$ cat src/rtl/win_pkg.sv
// Shared definitions for the 3x3 window stream: tap count, tap indices
// and the bit offset of each tap inside the packed window word.
package win_pkg;

    localparam int WIN_TAPS = 9;

    // Tap indices, p1 (top-left) through p9 (bottom-right), in raster order.
    localparam int P1 = 0;
    localparam int P2 = 1;
    localparam int P3 = 2;
    localparam int P4 = 3;
    localparam int P5 = 4;
    localparam int P6 = 5;
    localparam int P7 = 6;
    localparam int P8 = 7;
    localparam int P9 = 8;

    // Lowest bit of a tap inside the packed window (p1 sits in the LSBs).
    function automatic int tap_lo(input int tap, input int pix_w);
        return tap * pix_w;
    endfunction

endpackage

$ cat src/rtl/line_buffer.sv
// One image row of pixel storage. A single address serves both the read
// and the write of a cycle; the read returns the value held before the write.
module line_buffer #(
    parameter  int DEPTH = 66,
    parameter  int WIDTH = 8,
    localparam int AW    = $clog2(DEPTH)
) (
    input  logic             clk,
    input  logic             we,
    input  logic [AW-1:0]    addr,
    input  logic [WIDTH-1:0] wdata,
    output logic [WIDTH-1:0] rdata
);

    logic [WIDTH-1:0] mem [DEPTH];

    // Write port. NOTE: the storage has no reset; every location is written
    // before it is ever emitted, and a reset term would block RAM inference.
    always_ff @(posedge clk) begin
        if (we) begin
            mem[addr] <= wdata;
        end
    end

    // The read is combinational, so it sees the old contents in the write cycle.
    assign rdata = mem[addr];

endmodule

$ cat src/rtl/window_stream_3x3.sv
// Streaming 3x3 neighbourhood generator: two line buffers feed the right
// column of a 3x3 shift window; one window is emitted per interior pixel.
module window_stream_3x3
    import win_pkg::*;
#(
    parameter int PIX_W = 8,
    parameter int IMG_W = 66,
    parameter int IMG_H = 66
) (
    input  logic                      clk,
    input  logic                      rst_n,
    input  logic                      flush,
    input  logic                      in_valid,
    output logic                      in_ready,
    input  logic [PIX_W-1:0]          in_pixel,
    output logic                      out_valid,
    input  logic                      out_ready,
    output logic [WIN_TAPS*PIX_W-1:0] out_win,
    output logic                      out_last
);

    localparam int COL_W = $clog2(IMG_W);
    localparam int ROW_W = $clog2(IMG_H);

    logic [COL_W-1:0] col;
    logic [ROW_W-1:0] row;
    logic             accept;
    logic             emit;
    logic             col_end;
    logic             row_end;
    logic [PIX_W-1:0] lb0_rd;
    logic [PIX_W-1:0] lb1_rd;

    // win[r][c]: r = 0 top row, c = 0 left column.
    logic [PIX_W-1:0]            win     [3][3];
    logic [PIX_W-1:0]            win_nxt [3][3];
    logic [WIN_TAPS*PIX_W-1:0]   win_flat;

    assign in_ready = (!out_valid || out_ready) && !flush;
    assign accept   = in_valid && in_ready;
    assign col_end  = (col == COL_W'(IMG_W - 1));
    assign row_end  = (row == ROW_W'(IMG_H - 1));
    assign emit     = accept && (row >= ROW_W'(2)) && (col >= COL_W'(2));

    // lb0 holds the previous row, lb1 the row before that.
    line_buffer #(.DEPTH(IMG_W), .WIDTH(PIX_W)) u_lb0 (
        .clk   (clk),
        .we    (accept),
        .addr  (col),
        .wdata (in_pixel),
        .rdata (lb0_rd)
    );

    line_buffer #(.DEPTH(IMG_W), .WIDTH(PIX_W)) u_lb1 (
        .clk   (clk),
        .we    (accept),
        .addr  (col),
        .wdata (lb0_rd),
        .rdata (lb1_rd)
    );

    // Next window: shift left, new right column from the buffers and the input.
    always_comb begin
        for (int r = 0; r < 3; r++) begin
            win_nxt[r][0] = win[r][1];
            win_nxt[r][1] = win[r][2];
            win_nxt[r][2] = '0;
        end
        win_nxt[0][2] = lb1_rd;
        win_nxt[1][2] = lb0_rd;
        win_nxt[2][2] = in_pixel;

        win_flat = '0;
        win_flat[tap_lo(P1, PIX_W) +: PIX_W] = win_nxt[0][0];
        win_flat[tap_lo(P2, PIX_W) +: PIX_W] = win_nxt[0][1];
        win_flat[tap_lo(P3, PIX_W) +: PIX_W] = win_nxt[0][2];
        win_flat[tap_lo(P4, PIX_W) +: PIX_W] = win_nxt[1][0];
        win_flat[tap_lo(P5, PIX_W) +: PIX_W] = win_nxt[1][1];
        win_flat[tap_lo(P6, PIX_W) +: PIX_W] = win_nxt[1][2];
        win_flat[tap_lo(P7, PIX_W) +: PIX_W] = win_nxt[2][0];
        win_flat[tap_lo(P8, PIX_W) +: PIX_W] = win_nxt[2][1];
        win_flat[tap_lo(P9, PIX_W) +: PIX_W] = win_nxt[2][2];
    end

    // Raster position of the next pixel to be accepted.
    // NOTE: state registers use non-blocking assignments so every register
    // samples the pre-edge values, independent of block ordering.
    always_ff @(posedge clk or negedge rst_n) begin
        if (!rst_n) begin
            col <= '0;
            row <= '0;
        end else if (flush) begin
            col <= '0;
            row <= '0;
        end else if (accept) begin
            if (col_end) begin
                col <= '0;
                row <= row_end ? '0 : row + ROW_W'(1);
            end else begin
                col <= col + COL_W'(1);
            end
        end
    end

    // 3x3 shift window; contents straddling a row wrap are never emitted.
    always_ff @(posedge clk or negedge rst_n) begin
        if (!rst_n) begin
            for (int r = 0; r < 3; r++) begin
                for (int c = 0; c < 3; c++) begin
                    win[r][c] <= '0;
                end
            end
        end else if (flush) begin
            for (int r = 0; r < 3; r++) begin
                for (int c = 0; c < 3; c++) begin
                    win[r][c] <= '0;
                end
            end
        end else if (accept) begin
            win <= win_nxt;
        end
    end

    // Output register: loads on a qualifying accept, holds until consumed.
    always_ff @(posedge clk or negedge rst_n) begin
        if (!rst_n) begin
            out_valid <= 1'b0;
            out_last  <= 1'b0;
            out_win   <= '0;
        end else if (flush) begin
            out_valid <= 1'b0;
            out_last  <= 1'b0;
            out_win   <= '0;
        end else if (emit) begin
            out_valid <= 1'b1;
            out_last  <= row_end && col_end;
            out_win   <= win_flat;
        end else if (out_valid && out_ready) begin
            out_valid <= 1'b0;
            out_last  <= 1'b0;
        end
    end

endmodule

$ cat config.mk
export PLATFORM = sky130hd
export DESIGN_NAME = window_stream_3x3
export DESIGN_NICKNAME = d
export VERILOG_FILES = /design/src/rtl/win_pkg.sv /design/src/rtl/line_buffer.sv /design/src/rtl/window_stream_3x3.sv
export SDC_FILE = /design/constraint.sdc
export NUM_CORES = 1
export LEC_CHECK = 0
export ABC_CLOCK_PERIOD_IN_PS = 10300
export BUFFER_PORTS_ARGS = -buffer_cell sky130_fd_sc_hd__buf_2
export CAP_MARGIN = 0
export CORE_UTILIZATION = 55
export DETAILED_ROUTE_END_ITERATION = 6
export PLACE_DENSITY = 0.74
export SYNTH_ARGS = -nofsm -noshare
export SYNTH_HDL_FRONTEND = slang
export SYNTH_HIERARCHICAL = 1
export SYNTH_SLANG_ARGS = --single-unit
$ cat constraint.sdc
create_clock -name clk -period 10.3 [get_ports clk]
set_clock_uncertainty 0.05 [all_clocks]
set_input_delay 1.03 -clock clk [delete_from_list [all_inputs] [get_ports clk]]
set_output_delay 1.03 -clock clk [all_outputs]
set_load 0.01 [all_outputs]
==> results.yml <==
critical_path:
  worstSetupStartpointType: "flip-flop"
  worstPathMaxFanout: 68
  cpMaxStageDelayCell: "and2_1"
  cp_data_arrival_time_ns: 5.80
  crit_path_end_kind: "flip-flop"
  crit_type: "flip-flop to flip-flop"
  slowest_delay_ns: 1.03
  worstPathCellList: "buf_4 -> and2_1 -> a221oi_1 -> nor2_1 -> nor3_1 -> or3_1 -> a311oi_4 -> buf_4 -> nand2_1 -> a21oi_1"
  cpMostUsedCell: "buf_4"
  required_ns: 10.85
cts:
  clockBufferDepth: 3
  ctsResizeCount: 0
  ctsHtreeMaxLevel: 3
  cts_sinks: 1192
  path_clk_slew_ns: 0.06
  clk_latency_ns: 0.71
  numCtsBuffers: 113
  cts_tree: "done"
  postCtsSetupRepairBufs: 0
  cts_hold_buf: 0
  root_buffer: "clkbuf_16"
cells_and_area:
  drive_above_1_share_pct: 18.09
  areaGrowthSynthToFinish_pct: 10.51
  diodes: 0
  fillers: 5950
  design_area_sq_um: 52480
  nets: 2851
power_and_ir_drop:
  clockPowerShare_pct: 40.3
  p_total_mw: 10.07
  p_sw_share_pct: 22.39
  pwr-share-seq_pct: 53.6
  power.density_nw_per_um2: 191.9
  power.switching_mw: 2.255
  p_comb_share_pct: 6.1
  internal_power_mw: 7.814
  cellLeakagePower_nw: 17.32
  max-vdd-ir-drop_mv: 0.1995
yosys:
  synth-edff-count: 1056
  async_flop_share_pct: 11.41
  synth_nets: 2770
  synth.distinct_cells: 61
  synth_cells: 2751
  synth_ff_type: "edfxtp_1"
  syn_avg_cell_area_sq_um: 17.26
  ys_ff_latch: 1192
  synth_area_sq_um: 47480
  ys_seq_area_share_pct: 73.95
  yosysWarningCount: 6
grt:
  grt-ovfl-total: 0
  grt_pass1_wl_um: 171300
  grt_use_total_pct: 26.68
  grt_max_degree: 120
  grt_pass1_vias: 26160
  antenna_found_initial: 1
route:
  viasPerCell: 6.513
  wl_um: 116200
  via_count: 26530
  drc_errors: 0
  drt_iter0_markers: 3339
  drtPass1Iterations: 6
  wl_per_cell_um: 28.52
  ant_nets: 0
placement:
  dp_hpwl_um: 67180
  gp_congestion: 0.8686
  port_buffers: 87
  dpl_cell_area_sq_um: 48870
timing:
  period_share_pct: 51.00
  drv_slew: 0
  hold_viol_final: 0
  max_slew_margin_pct: 0.8086
  fmax_ghz: 0.1904
  period_needed_ns: 5.253
  finalSetupTns_ns: 0
  rsz0062_at_grt: "false"
  worst_slew_pin_slew_ns: 1.450
  setup_viol_count_final: 0
floorplan:
  die_w_um: 295.8
  die_y_um: 295.8
  rows: 107
  ioPinCount: 88
  start_util_pct: 55.68
  fp.coreArea_sq_um: 85280
  die_area_sq_um: 87520
status:
  outcome: "complete, but fails checks"
  violations: "capacitance limit"
job:
  maxCapViolCount: 1
hold_path:
  hp-class: "input pin to asynchronous set/reset pin"
[critical path, delay by kind of cell (launching register included)]
kind | cells | cell delay [ns]
compound gates | 3 | 0.76
buf+inv | 2 | 1.44
flops | 1 | 0.98
simple gates | 5 | 1.83
[layout make-up]
cell class	instances	area, sq um	share of cell area [%]
Clock buffer	137	2928	5.579
Clock inverter	76	680.7	1.297
Inverter	18	67.56	0.1288
Multi-Input combinational cell	1376	11440	21.80
Sequential cell	1192	35130	66.94
Tap cell	1144	1431	2.728
Timing Repair Buffer	131	799.5	1.524
[routing by layer]
layer,global-route usage [%],part of all wire [%],wire (um),up-vias
li1,-,-,-,11080
met1,35.47,38,43940,13670
met2,43.83,50,57880,1483
met3,4.624,8.2,9520,298
met4,11.05,4.2,4826,2
met5,0,0.010,12,-
[path summary, 6_finish.rpt]
kind | start | end | slack (ns) | cells after the start
worst min-delay path | rst_n | win[58] | 0.32 | 1
worst max-delay path | col[0] | win[24] | 5.05 | 10
max in group asynchronous | rst_n | col[0] | 8.55 | 2
worst min register to register | win[35] | out_win[27] | 0.43 | 1
worst max register to register | col[0] | win[24] | 5.05 | 10
min in group clk | win[35] | out_win[27] | 0.43 | 1
[sequential cells by signal, summed over array words and instances, names as in the netlist]
| register | flops |
|---|---|
| u_lb0/mem | 528 |
| out_last | 1 |
| out_win | 72 |
| u_lb1/mem | 528 |
| out_valid | 1 |
| win | 48 |
| row | 7 |
| col | 7 |
[cell usage in the layout, fill, tap and decap left out, types with 17 or more instances in the layout]
| cell | Yosys | layout |
|---|---|---|
| dfrtp_1 | 136 | 131 |
| clkbuf_1 | 44 | 23 |
| buf_2 | 66 | 85 |
| a22oi_1 | 45 | 45 |
| nand2_1 | 182 | 182 |
| mux2_2 | 61 | 61 |
| buf_4 | 16 | 43 |
| edfxtp_1 | 1056 | 1056 |
| nor2_1 | 197 | 196 |
| mux4_2 | 136 | 136 |
| clkinv_1 | 1 | 24 |
| o21ai_0 | 28 | 28 |
| o221ai_1 | 20 | 20 |
| a221oi_1 | 88 | 88 |
| mux2i_1 | 96 | 96 |
| clkbuf_16 | 0 | 113 |
| nor3_1 | 17 | 17 |
| nand3_1 | 29 | 28 |
| clkinv_2 | 0 | 27 |
| mux2_1 | 70 | 70 |
| a21oi_1 | 100 | 99 |
| a22o_1 | 29 | 29 |
| nor2b_1 | 95 | 95 |
| o22ai_1 | 18 | 18 |
[cells in the mapped netlist, types with 6 or more instances]
cell / count / share of area [%]
a21oi_1: 100 / 1.1
a221oi_1: 88 / 1.6
a221oi_2: 7 / 0.22
a22o_1: 29 / 0.53
a22oi_1: 45 / 0.71
a31oi_1: 8 / 0.11
a32oi_1: 8 / 0.15
and2_1: 9 / 0.12
and3_1: 11 / 0.14
buf_1: 16 / 0.13
buf_2: 66 / 0.70
buf_4: 16 / 0.25
buf_6: 19 / 0.45
clkbuf_1: 44 / 0.35
dfrtp_1: 136 / 7.2
edfxtp_1: 1056 / 67
ha_1: 6 / 0.16
inv_1: 12 / 0.095
mux2_1: 70 / 1.7
mux2_2: 61 / 1.4
mux2i_1: 96 / 2.0
mux4_2: 136 / 6.5
nand2_1: 182 / 1.4
nand2b_1: 9 / 0.12
nand3_1: 29 / 0.31
nor2_1: 197 / 1.6
nor2b_1: 95 / 1.3
nor3_1: 17 / 0.18
nor4_1: 6 / 0.079
o211ai_1: 10 / 0.16
o21ai_0: 28 / 0.30
o21ai_1: 12 / 0.13
o221ai_1: 20 / 0.37
o22ai_1: 18 / 0.24
o31ai_1: 8 / 0.13
or3_1: 10 / 0.13
or4_1: 7 / 0.11
[power groups by stage]
stage | Combinational [mW] | Clock (mW) | Sequential [mW]
2_1_floorplan | 0.384 | 0 | 5.48
3_3_place_gp | 0.594 | 0 | 5.49
5_1_grt | 0.655 | 4.28 | 5.40
3_5_place_dp | 0.615 | 0 | 5.50
6_report | 0.619 | 4.06 | 5.39
4_1_cts | 0.617 | 4.09 | 5.39
[through the flow]
stage	utilization, %	setup slack, ns	instances	hold WS [ns]
6_report	61.53	5.047	4074	0.3150
5_1_grt	61.53	4.642	4074	0.3564
4_1_cts	61.53	5.036	4074	0.3165
3_5_place_dp	57.30	5.084	3861	0.4236
3_3_place_gp	57.30	5.075	3861	0.4157
2_1_floorplan	-	4.583	2751	0.4080
[cells by family (layout without fill, tap and decap cells)]
family          count (synthesis)  in the layout  synth area share (%)
compound gates                424            424                 6.503
fa+ha+maj                       6              6                0.1581
buf+inv                       183            362                 2.163
flops                        1192           1192                 73.95
mux                           363            363                 11.58
simple gates                  583            583                 5.647
(Power assumes the default switching activity.)
